**src/rtl/invader_pkg.sv**
```systemverilog
// Shared grid geometry, scan FSM states and the scan-index to cell mapping
// for the invader collision logic.
package invader_pkg;

  localparam int ROWS       = 5;
  localparam int COLS       = 11;
  localparam int INV_WIDTH  = 32;
  localparam int INV_HEIGHT = 32;
  localparam int SPACING_X  = 48;
  localparam int SPACING_Y  = 40;
  localparam int CELLS      = ROWS * COLS;

  typedef enum logic [0:0] {
    IDLE = 1'b0,
    SCAN = 1'b1
  } scan_state_e;

  typedef struct packed {
    logic [2:0] row;
    logic [3:0] col;
  } cell_rc_t;

  // Bottom row is scanned first: k=0 is (ROWS-1, 0).
  function automatic cell_rc_t idx_to_rc(input logic [5:0] k);
    cell_rc_t rc;
    rc.row = 3'(ROWS - 1 - int'(k) / COLS);
    rc.col = 4'(int'(k) % COLS);
    return rc;
  endfunction

endpackage

```
**src/rtl/invader_hit_detect_rect_overlap.sv**
```systemverilog
// Combinational half-open rectangle overlap in 13-bit unsigned space.
// Rect A at (ax,ay) of AW x AH, rect B at (bx,by) of BW x BH.
module rect_overlap #(
  parameter int AW = 32,
  parameter int AH = 32,
  parameter int BW = 4,
  parameter int BH = 16
) (
  input  logic [12:0] ax_i,
  input  logic [12:0] ay_i,
  input  logic [12:0] bx_i,
  input  logic [12:0] by_i,
  output logic        hit_o
);

  // Strict compares make touching edges a miss.
  assign hit_o = (bx_i < ax_i + 13'(AW)) && (ax_i < bx_i + 13'(BW)) &&
                 (by_i < ay_i + 13'(AH)) && (ay_i < by_i + 13'(BH));

endmodule

```
**src/rtl/invader_hit_detect.sv**
```systemverilog
// Owns the invader alive mask; scans one grid cell per cycle against the
// latched player bullet and kills the first overlapping live invader.
module invader_hit_detect
  import invader_pkg::*;
#(
  parameter int BULLET_WIDTH  = 4,
  parameter int BULLET_HEIGHT = 16
) (
  input  logic             clk,
  input  logic             rst,
  input  logic             check_tick,
  input  logic             wave_load,
  input  logic [11:0]      fleet_x,
  input  logic [11:0]      fleet_y,
  input  logic [11:0]      bullet_x,
  input  logic [11:0]      bullet_y,
  input  logic             bullet_active,
  output logic             bullet_hit,
  output logic             kill_valid,
  output logic [2:0]       kill_row,
  output logic [3:0]       kill_col,
  output logic [CELLS-1:0] alive,
  output logic [5:0]       alive_count,
  output logic             all_dead
);

  scan_state_e      state_q, state_d;
  logic [5:0]       k_q, k_d;
  logic [11:0]      bx_q, by_q, fx_q, fy_q;
  logic             hit_lock_q;
  logic [CELLS-1:0] alive_q;
  logic [5:0]       cnt_q;
  logic             hit_q;
  logic [2:0]       row_q;
  logic [3:0]       col_q;
  logic             all_dead_q;

  cell_rc_t    rc;
  logic [12:0] cx, cy;
  logic [5:0]  cell_idx;
  logic        ovl, cell_alive, hit_now, last_cell, scan_start;

  assign rc         = idx_to_rc(k_q);
  assign cx         = {1'b0, fx_q} + 13'(32'(rc.col) * SPACING_X);
  assign cy         = {1'b0, fy_q} + 13'(32'(rc.row) * SPACING_Y);
  assign cell_idx   = 6'(32'(rc.row) * COLS + 32'(rc.col));
  assign cell_alive = alive_q[cell_idx];
  assign last_cell  = (k_q == 6'(CELLS - 1));

  rect_overlap #(
    .AW(INV_WIDTH),
    .AH(INV_HEIGHT),
    .BW(BULLET_WIDTH),
    .BH(BULLET_HEIGHT)
  ) u_ovl (
    .ax_i (cx),
    .ay_i (cy),
    .bx_i ({1'b0, bx_q}),
    .by_i ({1'b0, by_q}),
    .hit_o(ovl)
  );

  // A bullet that drops mid-scan, or a wave reload, cancels any pending kill.
  assign hit_now    = (state_q == SCAN) && bullet_active && cell_alive && ovl && !wave_load;
  assign scan_start = (state_q == IDLE) && check_tick && bullet_active && !hit_lock_q && !wave_load;

  always_comb begin
    state_d = state_q;
    k_d     = k_q;
    case (state_q)
      IDLE: if (scan_start) begin
        state_d = SCAN;
        k_d     = '0;
      end
      SCAN: if (!bullet_active || hit_now || last_cell) state_d = IDLE;
            else k_d = k_q + 6'd1;
      default: state_d = IDLE;
    endcase
    if (wave_load) state_d = IDLE;
  end

  always_ff @(posedge clk) begin
    if (rst) begin
      state_q    <= IDLE;
      k_q        <= '0;
      bx_q       <= '0;
      by_q       <= '0;
      fx_q       <= '0;
      fy_q       <= '0;
      hit_lock_q <= 1'b0;
      alive_q    <= '1;
      cnt_q      <= 6'(CELLS);
      hit_q      <= 1'b0;
      row_q      <= '0;
      col_q      <= '0;
      all_dead_q <= 1'b0;
    end else begin
      state_q    <= state_d;
      k_q        <= k_d;
      hit_q      <= hit_now;
      all_dead_q <= !wave_load && (cnt_q == '0);
      if (scan_start) begin
        bx_q <= bullet_x;
        by_q <= bullet_y;
        fx_q <= fleet_x;
        fy_q <= fleet_y;
      end
      if (wave_load) begin
        alive_q    <= '1;
        cnt_q      <= 6'(CELLS);
        hit_lock_q <= 1'b0;
      end else if (hit_now) begin
        alive_q[cell_idx] <= 1'b0;
        cnt_q             <= cnt_q - 6'd1;
        hit_lock_q        <= 1'b1;
        row_q             <= rc.row;
        col_q             <= rc.col;
      end else if (!bullet_active) begin
        hit_lock_q <= 1'b0;
      end
    end
  end

  assign bullet_hit  = hit_q;
  assign kill_valid  = hit_q;
  assign kill_row    = row_q;
  assign kill_col    = col_q;
  assign alive       = alive_q;
  assign alive_count = cnt_q;
  assign all_dead    = all_dead_q;

endmodule

```
**config.mk**
```make
export PLATFORM = sky130hd
export DESIGN_NAME = invader_hit_detect
export DESIGN_NICKNAME = d
export VERILOG_FILES = /design/src/rtl/invader_pkg.sv /design/src/rtl/invader_hit_detect_rect_overlap.sv /design/src/rtl/invader_hit_detect.sv
export SDC_FILE = /design/constraint.sdc
export NUM_CORES = 1
export LEC_CHECK = 0
export BUFFER_PORTS_ARGS = -buffer_cell sky130_fd_sc_hd__buf_4
export CORE_MARGIN = 10
export CORE_UTILIZATION = 60
export DETAILED_ROUTE_END_ITERATION = 10
export GPL_TIMING_DRIVEN = 0
export PLACE_DENSITY = 0.89
export SLEW_MARGIN = 20
export SYNTH_ARGS = -nofsm -noshare
export SYNTH_HDL_FRONTEND = slang
export SYNTH_SLANG_ARGS = --single-unit
```
**constraint.sdc**
```tcl
create_clock -name clk -period 20.1 [get_ports clk]
set_input_delay 3.015 -clock clk [delete_from_list [all_inputs] [get_ports clk]]
set_output_delay 3.015 -clock clk [all_outputs]
set_load 0.01 [all_outputs]
```
Word-level counts from Yosys, hierarchy flattened
Index checks and enable logic that the tools add are counted.
{"block": "word_totals", "regBits": 126, "output_inout_bits": 71, "word_cells": 76}
{"block": "op_classes", "n_addsub": 10, "mul": 3, "div": 2, "magnitude_cmp": 6, "eq_ne": 4, "mux": 12, "bitwise_logic": 4, "reduce_logical": 22}
{"op": "55-bit bitwise AND", "n": 1}
{"op": "55-bit NOT", "n": 1}
{"op": "7-bit by 5-bit divider with 32-bit output (second input constant)", "n": 1}
{"op": "7-bit by 5-bit modulo with 32-bit output (second input constant)", "n": 1}
{"op": "13-bit by 6-bit adder with 13-bit output (second input constant)", "n": 2}
{"op": "12-bit by 13-bit < comparator with 1-bit output", "n": 2}
{"op": "13-bit < comparator", "n": 2}
{"op": "12-bit by 10-bit adder with 13-bit output", "n": 1}
{"op": "12-bit by 3-bit adder with 13-bit output (second input constant)", "n": 1}
{"op": "12-bit by 5-bit adder with 13-bit output (second input constant)", "n": 1}
{"op": "12-bit by 9-bit adder with 13-bit output", "n": 1}
{"op": "1-bit logical AND", "n": 13}
{"op": "6-bit two-way mux", "n": 2}
{"op": "6-bit one-hot mux with 2 select lines", "n": 1}
{"op": "6-bit by 7-bit < comparator with 1-bit output (second input constant)", "n": 1}
{"op": "6-bit by 1-bit adder with 6-bit output (second input constant)", "n": 1}
{"op": "6-bit by 4-bit adder with 6-bit output", "n": 1}
{"op": "1-bit binary-select mux with 6-bit select", "n": 1}
{"op": "1-bit demux with 6-bit select", "n": 1}
{"op": "6-bit == test (second input constant)", "n": 1}
{"op": "6-bit by 1-bit >= comparator with 1-bit output (second input constant)", "n": 1}
{"op": "6-bit logical NOT", "n": 1}
{"op": "3-bit by 3-bit multiplier with 6-bit output (second input constant)", "n": 1}
{"op": "3-bit by 4-bit multiplier with 6-bit output (second input constant)", "n": 1}
{"op": "12 further kinds", "n": 23}

Depth between registers and ports, before layout
Gate-level depths: netlist of the first run.
{"block": "logic_depth", "depth_word": 14, "depth_mapped": 37, "ltp_nobuf": 33}

Modules after synthesis
From an unflattened synthesis of the first run, not the netlist that was laid out.
{"block": "hier_totals", "cells_unflattened": 940, "hier_area_um2": 8231.6}
{"module": "invader_hit_detect", "instances": 1, "cells_per_inst": 741, "area_each_um2": 6682.7}
{"module": "rect_overlap", "instances": 1, "cells_per_inst": 199, "area_each_um2": 1549.0}

Worst setup path before layout of the first run
Ideal clock, no wire load.
{"block": "synth_path", "kind": "register to register", "startpoint": "reg k_q[4]", "endpoint": "reg alive_q[41] (netlist: alive[41])", "setup_time_ns": 0.149, "t_arrival_ns": 6.947, "required_time_ns": 19.951, "slack_ns": 13.004, "path_stages_with_launch": 35, "period_less_slack_ns": 7.096, "path_cell_list": "dfxtp_1 -> buf_2 -> a21o_1 -> nand2_1 -> xnor2_1 -> ha_1 -> o21bai_1 -> a21oi_1 -> nor4_4 -> xnor2_1 -> ha_1 -> nor2_1 -> o21ai_4 -> mux2_2 -> ha_1 -> fa_1 -> xor2_1 -> ha_1 -> clkbuf_1 -> o21ai_0 -> o21bai_1 -> a21oi_1 -> and3b_1 -> a211oi_1 -> inv_1 -> ha_1 -> a221oi_1 -> and3_1 -> o221ai_1 -> nand4b_1 -> nor4_4 -> nand3_2 -> nor2_2 -> buf_4 -> a31oi_1"}
{"item": "from (decl)", "line": "invader_hit_detect.sv:28", "source": "logic [5:0] k_q, k_d;"}
{"item": "from (signal assigned)", "line": "invader_hit_detect.sv:99", "source": "k_q <= k_d;"}
{"item": "to (signal assigned)", "line": "invader_hit_detect.sv:91", "source": "alive_q <= '1;"}
{"item": "to (signal assigned)", "line": "invader_hit_detect.sv:109", "source": "alive_q <= '1;"}
{"item": "to (signal, indexed assignment)", "line": "invader_hit_detect.sv:113", "source": "alive_q[cell_idx] <= 1'b0;"}
{"item": "to (decl)", "line": "invader_hit_detect.sv:31", "source": "logic [CELLS-1:0] alive_q;"}

==> results_dict.tcl, run 1 <==
set metrics [dict create \
    place_area_sq_um 9150 \
    worstSetupPathType "reg2reg" \
    fin_nets 1234 \
    worst_setup_path_start_kind "flip-flop" \
    cts_tree "done" \
    cp-end-kind "flip-flop" \
    period_needed_ns 8.68 \
    vias 7915 \
    grt_max_degree 17 \
    io_pins 124 \
    cts-resized-gates 0 \
    outcome "complete, no violations" \
    synthesis.nets 1093 \
    drive_gt1_share_pct 18.1 \
    clock_latency_ns 0.44 \
    slew_headroom_pct 42.5 \
    yosysMostFrequentCell "nand2_1" \
    ys_top_cells_by_count "133 x nand2_1, 126 x dfxtp_1, 93 x a21oi_1" \
    dieArea_sq_um 18400 \
    synth_top_area_share_pct 31.5 \
    wl_microns 24700 \
    p_leak_nw 4.08 \
    worst_path_max_delay_cell "nor4_4" \
    max_stage_delay_ns 0.59 \
    cts_sinks 126 \
    antenna_found_initial 0 \
    holdBufCountCts 0 \
    synth.largest_area_cell "dfxtp_1" \
    ff_latch_area_sq_um 2520 \
    critPathMaxFanout 10 \
    drv_cap 0 \
    row_count 42 \
    multi_input_area_sq_um 5070 \
    firstDrtPassIters 6 \
    ys_warn_count 0 \
    hold_viol 0 \
    worst_pin_slew_ns 0.862 \
    ys_ff_latch 126 \
    layout.cells.non_filler 1278 \
    area_growth_pct 22.3 \
    fin_area_sq_um 9800 \
    fin_crit_sh_pct 43.2 \
    start_util_pct 61.0 \
    coreArea_sq_um 13100 \
    die_y_microns 136 \
    dpl.cell_count 1246 \
    netlist_instances 948 \
    fin_skew_ns 0.0133 \
    avgRoutedWirePerCell_microns 19.3 \
    synth.area.top_cells "dfxtp_1 31%, ha_1 13%, nand2_1 6.2%" \
    synth-seq-area-share_pct 31.5 \
    hp-class "reg2reg" \
    cts-root-buf "clkbuf_16" \
    first_iter_violations 678 \
    ir_worst_vdd_mv 0.0615 \
    cp.required_ns 20.37 \
    cpMostUsedCell "ha_1" \
    rsz0062_at_grt "false" \
    syn_avg_cell_area_sq_um 8.45 \
    htreeDepth 4 \
    drv_slew 0 \
    drc 0 \
    grt_pass1_wl_microns 39400 \
    portBuffers 122 \
    chipWidth_microns 136 \
    path_clk_slew_ns 0.06 \
    ant_nets 0 \
    grt_pass1_vias 7832 \
    hpwl_microns 17200 \
    cts_buffers 17 \
    synth_area_sq_um 8010 \
    finalWeightedCongestion 0.907 \
    synthFlopType "dfxtp_1" \
    setup_viol 0 \
    viasPerCell 6.19 \
    diodes 0 \
    holdWs_ns 0.465 \
    fillers 905 \
    cts_buffer_depth 2 \
    async_flop_share_pct 0 \
    synth_edf_count 0 \
    gr-total-overflow 0 \
    post_cts_buffers 0 \
    tns_ns 0 \
    synth.distinct_cells 65 \
    powerDensity_nw_per_um2 66.7 \
    fmax_mhz 115 \
    worstPathArrival_ns 8.96 \
    grt_use_total_pct 26.5 \
]
-- logic make-up (layout without fill, tap and decap cells) --
group / count (synthesis) / after routing / synth area share, %
simple gates: 320 / 320 / 18.5
buf+inv: 95 / 249 / 5.20
xor+xnor: 51 / 51 / 5.57
fa+ha+maj: 92 / 92 / 14.9
mux: 32 / 32 / 6.28
compound gates: 232 / 232 / 18.0
flops: 126 / 126 / 31.5
-- per-stage QoR --
stage | setup WS (ns) | utilization [%] | total power, mW
global placement | 11.92 | 69.6 | 0.309
CTS | 11.56 | 74.6 | 0.651
global route | 10.95 | 74.6 | 0.669
finish | 11.42 | 74.6 | 0.654
detailed placement | 11.69 | 69.6 | 0.311
floorplan | 13.00 | - | 0.292
-- power by group --
part	switching [mW]	total, mW	internal [mW]	leakage, nW
clock network	0.134	0.346	0.212	0.312
logic	0.0293	0.0511	0.0218	2.74
registers	0.00375	0.257	0.253	1.02
total	0.167	0.654	0.487	4.08
-- critical path: cells and delay by family, from the launching register on --
family | cells | cell delay (ns)
simple gates | 8 | 2.42
compound gates | 10 | 1.85
fa+ha+maj | 6 | 1.68
buf+inv | 4 | 1.08
xor+xnor | 3 | 0.62
mux | 1 | 0.45
flops | 1 | 0.41
-- layout by cell type (no fill, tap or decap), types with 5 or more instances in the layout --
master	instances
nand2_1	133
nor2_1	91
inv_1	47
a21o_1	14
xnor2_1	33
or3_1	7
mux4_2	14
inv_6	6
nand4_1	8
o21ai_0	18
ha_1	86
dfxtp_1	126
a31oi_1	50
buf_4	129
a211oi_1	7
a21oi_1	93
o21a_1	9
nor3_1	8
mux2i_1	15
xor2_1	18
fa_1	6
o21bai_1	5
nand3_1	18
clkbuf_1	32
clkbuf_16	17
nand2b_1	10
o211ai_1	7
nor2b_1	5
and3_1	16
-- state kept, by name (all words and copies together), names as in the netlist, 3 cells and up --
name,flops
bx_q,12
by_q,12
alive_count,6
kill_row,3
k_q,6
alive,55
kill_col,4
fy_q,12
fx_q,12
-- area by class of cell --
type / count / area share, %
Buffer: 48 / 2.45
Clock buffer: 17 / 4.34
Clock inverter: 15 / 2.26
Inverter: 47 / 1.80
Multi-Input combinational cell: 727 / 51.8
Sequential cell: 126 / 25.8
Tap cell: 176 / 2.25
Timing Repair Buffer: 122 / 9.35
-- layer usage --
layer / share of wire, % / wire length [microns] / vias to the layer above / GRT usage [%]
met1: 38 / 9250 / 3711 / 30.4
met5: 0 / 0 / - / 0
met4: 4.0 / 994 / 0 / 12.0
met3: 10 / 2480 / 94 / 7.31
li1: - / - / 3642 / -
met2: 48 / 11900 / 468 / 45.0
-- final timing paths --
kind	start	end	slack, ns	cells past startpoint
min reg2reg	fx_q[6]	fx_q[6]	0.46	2
min	fx_q[6]	fx_q[6]	0.46	2
max	k_q[2]	alive[21]	11.42	32
max reg2reg	k_q[2]	alive[21]	11.42	32
No activity file was read; power rests on OpenSTA's default activity.
==> run 2: changes to the inputs <==
--- a/config.mk
+++ b/config.mk
@@ -5,12 +5,13 @@
 export SDC_FILE = /design/constraint.sdc
 export NUM_CORES = 1
 export LEC_CHECK = 0
+export ABC_AREA = 1
 export BUFFER_PORTS_ARGS = -buffer_cell sky130_fd_sc_hd__buf_4
 export CORE_MARGIN = 10
-export CORE_UTILIZATION = 60
+export CORE_UTILIZATION = 58
 export DETAILED_ROUTE_END_ITERATION = 10
 export GPL_TIMING_DRIVEN = 0
-export PLACE_DENSITY = 0.89
+export PLACE_DENSITY = 0.86
 export SLEW_MARGIN = 20
 export SYNTH_ARGS = -nofsm -noshare
 export SYNTH_HDL_FRONTEND = slang
==> constraint.sdc (replaced) <==
create_clock -name clk -period 8.7 [get_ports clk]
set_input_delay 1.305 -clock clk [delete_from_list [all_inputs] [get_ports clk]]
set_output_delay 1.305 -clock clk [all_outputs]
set_load 0.01 [all_outputs]
==> results_dict.tcl, run 2 <==
set metrics [dict create \
    outcome "complete, no violations" \
    synthFlopType "dfxtp_1" \
    crit_path_end "alive[31]" \
    finalWeightedCongestion 0.916 \
    switchingPower_uw 423 \
    multi_input_area_sq_um 5290 \
    wl_microns 24700 \
    viasPerCell 5.47 \
    cts_buffer_depth 2 \
    fin_nets 1514 \
    largest_reg_flops 55 \
    hold_viol 0 \
    gr-total-overflow 0 \
    async_flop_share_pct 0 \
    critPathMaxFanout 11 \
    ant_nets 0 \
    ff_latch_area_sq_um 2520 \
    grt_max_degree 17 \
    dieArea_sq_um 19900 \
    final_cell_mix "388 x nand2_1, 126 x dfxtp_1, 123 x buf_4, 121 x inv_1, 110 x nor2_1" \
    holdBufCountCts 0 \
    avgRoutedWirePerCell_microns 15.7 \
    rr_startpoint "k_q[2]" \
    period_needed_ns 7.30 \
    swShare_pct 28.5 \
    cts_sinks 126 \
    worstPathArrival_ns 7.62 \
    fmax_mhz 137 \
    chipWidth_microns 141 \
    syn_avg_cell_area_sq_um 6.91 \
    diodes 0 \
    antenna_found_initial 0 \
    cts_buffers 17 \
    drv_slew 0 \
    grt_use_total_pct 24.8 \
    final_common_cell "nand2_1" \
    ys_ff_latch 126 \
    vias 8567 \
    hpwl_microns 18400 \
    cp.required_ns 9.02 \
    start_util_pct 58.8 \
    grt_pass1_vias 8615 \
    cts-resized-gates 0 \
    setup_viol 0 \
    max_stage_delay_ns 0.47 \
    cts-root-buf "clkbuf_16" \
    hp-class "reg2reg" \
    powerDensity_nw_per_um2 145 \
    worst_pin_slew_ns 0.755 \
    tns_ns 0 \
    rsz0062_at_grt "false" \
    drv_cap 0 \
    synthesis.nets 1373 \
    drive_gt1_share_pct 16.0 \
    seq_power_share_pct 40.5 \
    worstSetupPathType "reg2reg" \
    fin_crit_sh_pct 83.9 \
    synth.area.top_cells "dfxtp_1 30%, nand2_1 17%, ha_1 13%" \
    synth.distinct_cells 45 \
    fin_skew_ns 0.0135 \
    yosysMostFrequentCell "nand2_1" \
    portBuffers 122 \
    drc 0 \
    die_y_microns 141 \
    worst_path_max_delay_cell "ha_1" \
    cts_tree "done" \
    cp-end-kind "flip-flop" \
    netlist_instances 1228 \
    synth-seq-area-share_pct 29.7 \
    cpMostUsedCell "ha_1" \
    p_leak_nw 5.28 \
    synth_top_area_share_pct 29.7 \
    clock_latency_ns 0.44 \
    pwr-share-comb_pct 11.0 \
    first_iter_violations 879 \
    htreeDepth 4 \
    power.internal_mw 1.06 \
    critical_path_depth 35 \
    coreArea_sq_um 14400 \
    path_buf_inv 4 \
    path_clk_slew_ns 0.07 \
    synth_area_sq_um 8480 \
    r2r_slack_ns 1.40 \
    synth.largest_area_cell "dfxtp_1" \
    reg2reg_depth 35 \
    post_cts_buffers 0 \
    area_growth_pct 20.5 \
    crit_start "k_q[2]" \
    firstDrtPassIters 5 \
    fillers 1159 \
    reg2reg_to "alive[31]" \
    synth_edf_count 0 \
    row_count 44 \
    holdWs_ns 0.462 \
    ys_warn_count 0 \
    worst_setup_path_start_kind "flip-flop" \
    ys_top_cells_by_count "388 x nand2_1, 126 x dfxtp_1, 121 x inv_1" \
    pwr-share-clk_pct 48.6 \
    grt_pass1_wl_microns 40600 \
    cp_top_family "adder cells" \
    slew_headroom_pct 49.5 \
    ir_worst_vdd_mv 0.160 \
    io_pins 124 \
]
-- run 2: worst register-to-register path, delay by kind of cell (launching register included) --
kind,cells,cell delay (ns)
compound gates,4,0.84
xor+xnor,4,0.90
fa+ha+maj,7,2.36
buf+inv,4,0.69
flops,1,0.33
simple gates,16,2.05
-- run 2: worst min-delay path by stage --
stage / startpoint / endpoint / slack, ns / depth (start not counted)
after floorplan: hit_lock_q / hit_lock_q / 0.44 / 2
after CTS: alive[14] / alive[14] / 0.47 / 2
after global placement: hit_lock_q / hit_lock_q / 0.44 / 2
after detailed placement: alive[51] / alive[51] / 0.46 / 2
after global routing: alive[51] / alive[51] / 0.48 / 2
final: alive[14] / alive[14] / 0.46 / 2
-- run 2: kinds of logic (layout without fill, tap and decap cells) --
family / after synthesis / after routing / synth area share (%)
adders and majority gates: 92 / 92 / 14.1
DFF: 126 / 126 / 29.7
and+or+nand+nor: 654 / 654 / 33.8
AOI/OAI and AO/OA: 142 / 142 / 9.07
buffers and inverters: 169 / 323 / 7.89
xor gates and xnor gates: 45 / 45 / 5.35
-- run 2: layer usage --
metal  track usage (%)  share of wire [%]  wire [microns]  vias up
met5                 0                  0               0        -
met4              13.0                3.5             873        0
met3              6.11                8.4            2080       75
met2              41.8                 48           11900      349
met1              28.3                 40            9790     3928
li1                  -                  -               -     4215
-- run 2: power groups by stage --
stage                     Combinational, mW  Clock, mW  Sequential (mW)
after floorplan                       0.107          0            0.610
after global placement                0.153          0            0.612
after detailed placement              0.159          0            0.612
after CTS                             0.161      0.720            0.600
after global routing                  0.186      0.744            0.602
final                                 0.163      0.721            0.601
-- run 2: area by class of cell --
class | instances | area share (%)
Inverter | 134 | 4.92
Tap cell | 184 | 2.25
Sequential cell | 126 | 24.7
Clock inverter | 15 | 1.62
Clock buffer | 17 | 4.16
Buffer | 35 | 1.63
Timing Repair Buffer | 122 | 8.96
Multi-Input combinational cell | 933 | 51.8
-- run 2: per-stage QoR --
step	setup slack (ns)	power [mW]	cells	util [%]	instance area (sq um)
2_1_floorplan	2.60	0.716	1228	-	8480
3_3_place_gp	1.63	0.766	1534	66.8	9630
3_5_place_dp	1.50	0.772	1534	66.8	9630
4_1_cts	1.43	1.48	1566	70.8	10200
5_1_grt	0.927	1.53	1566	70.8	10200
6_report	1.40	1.48	1566	70.8	10200
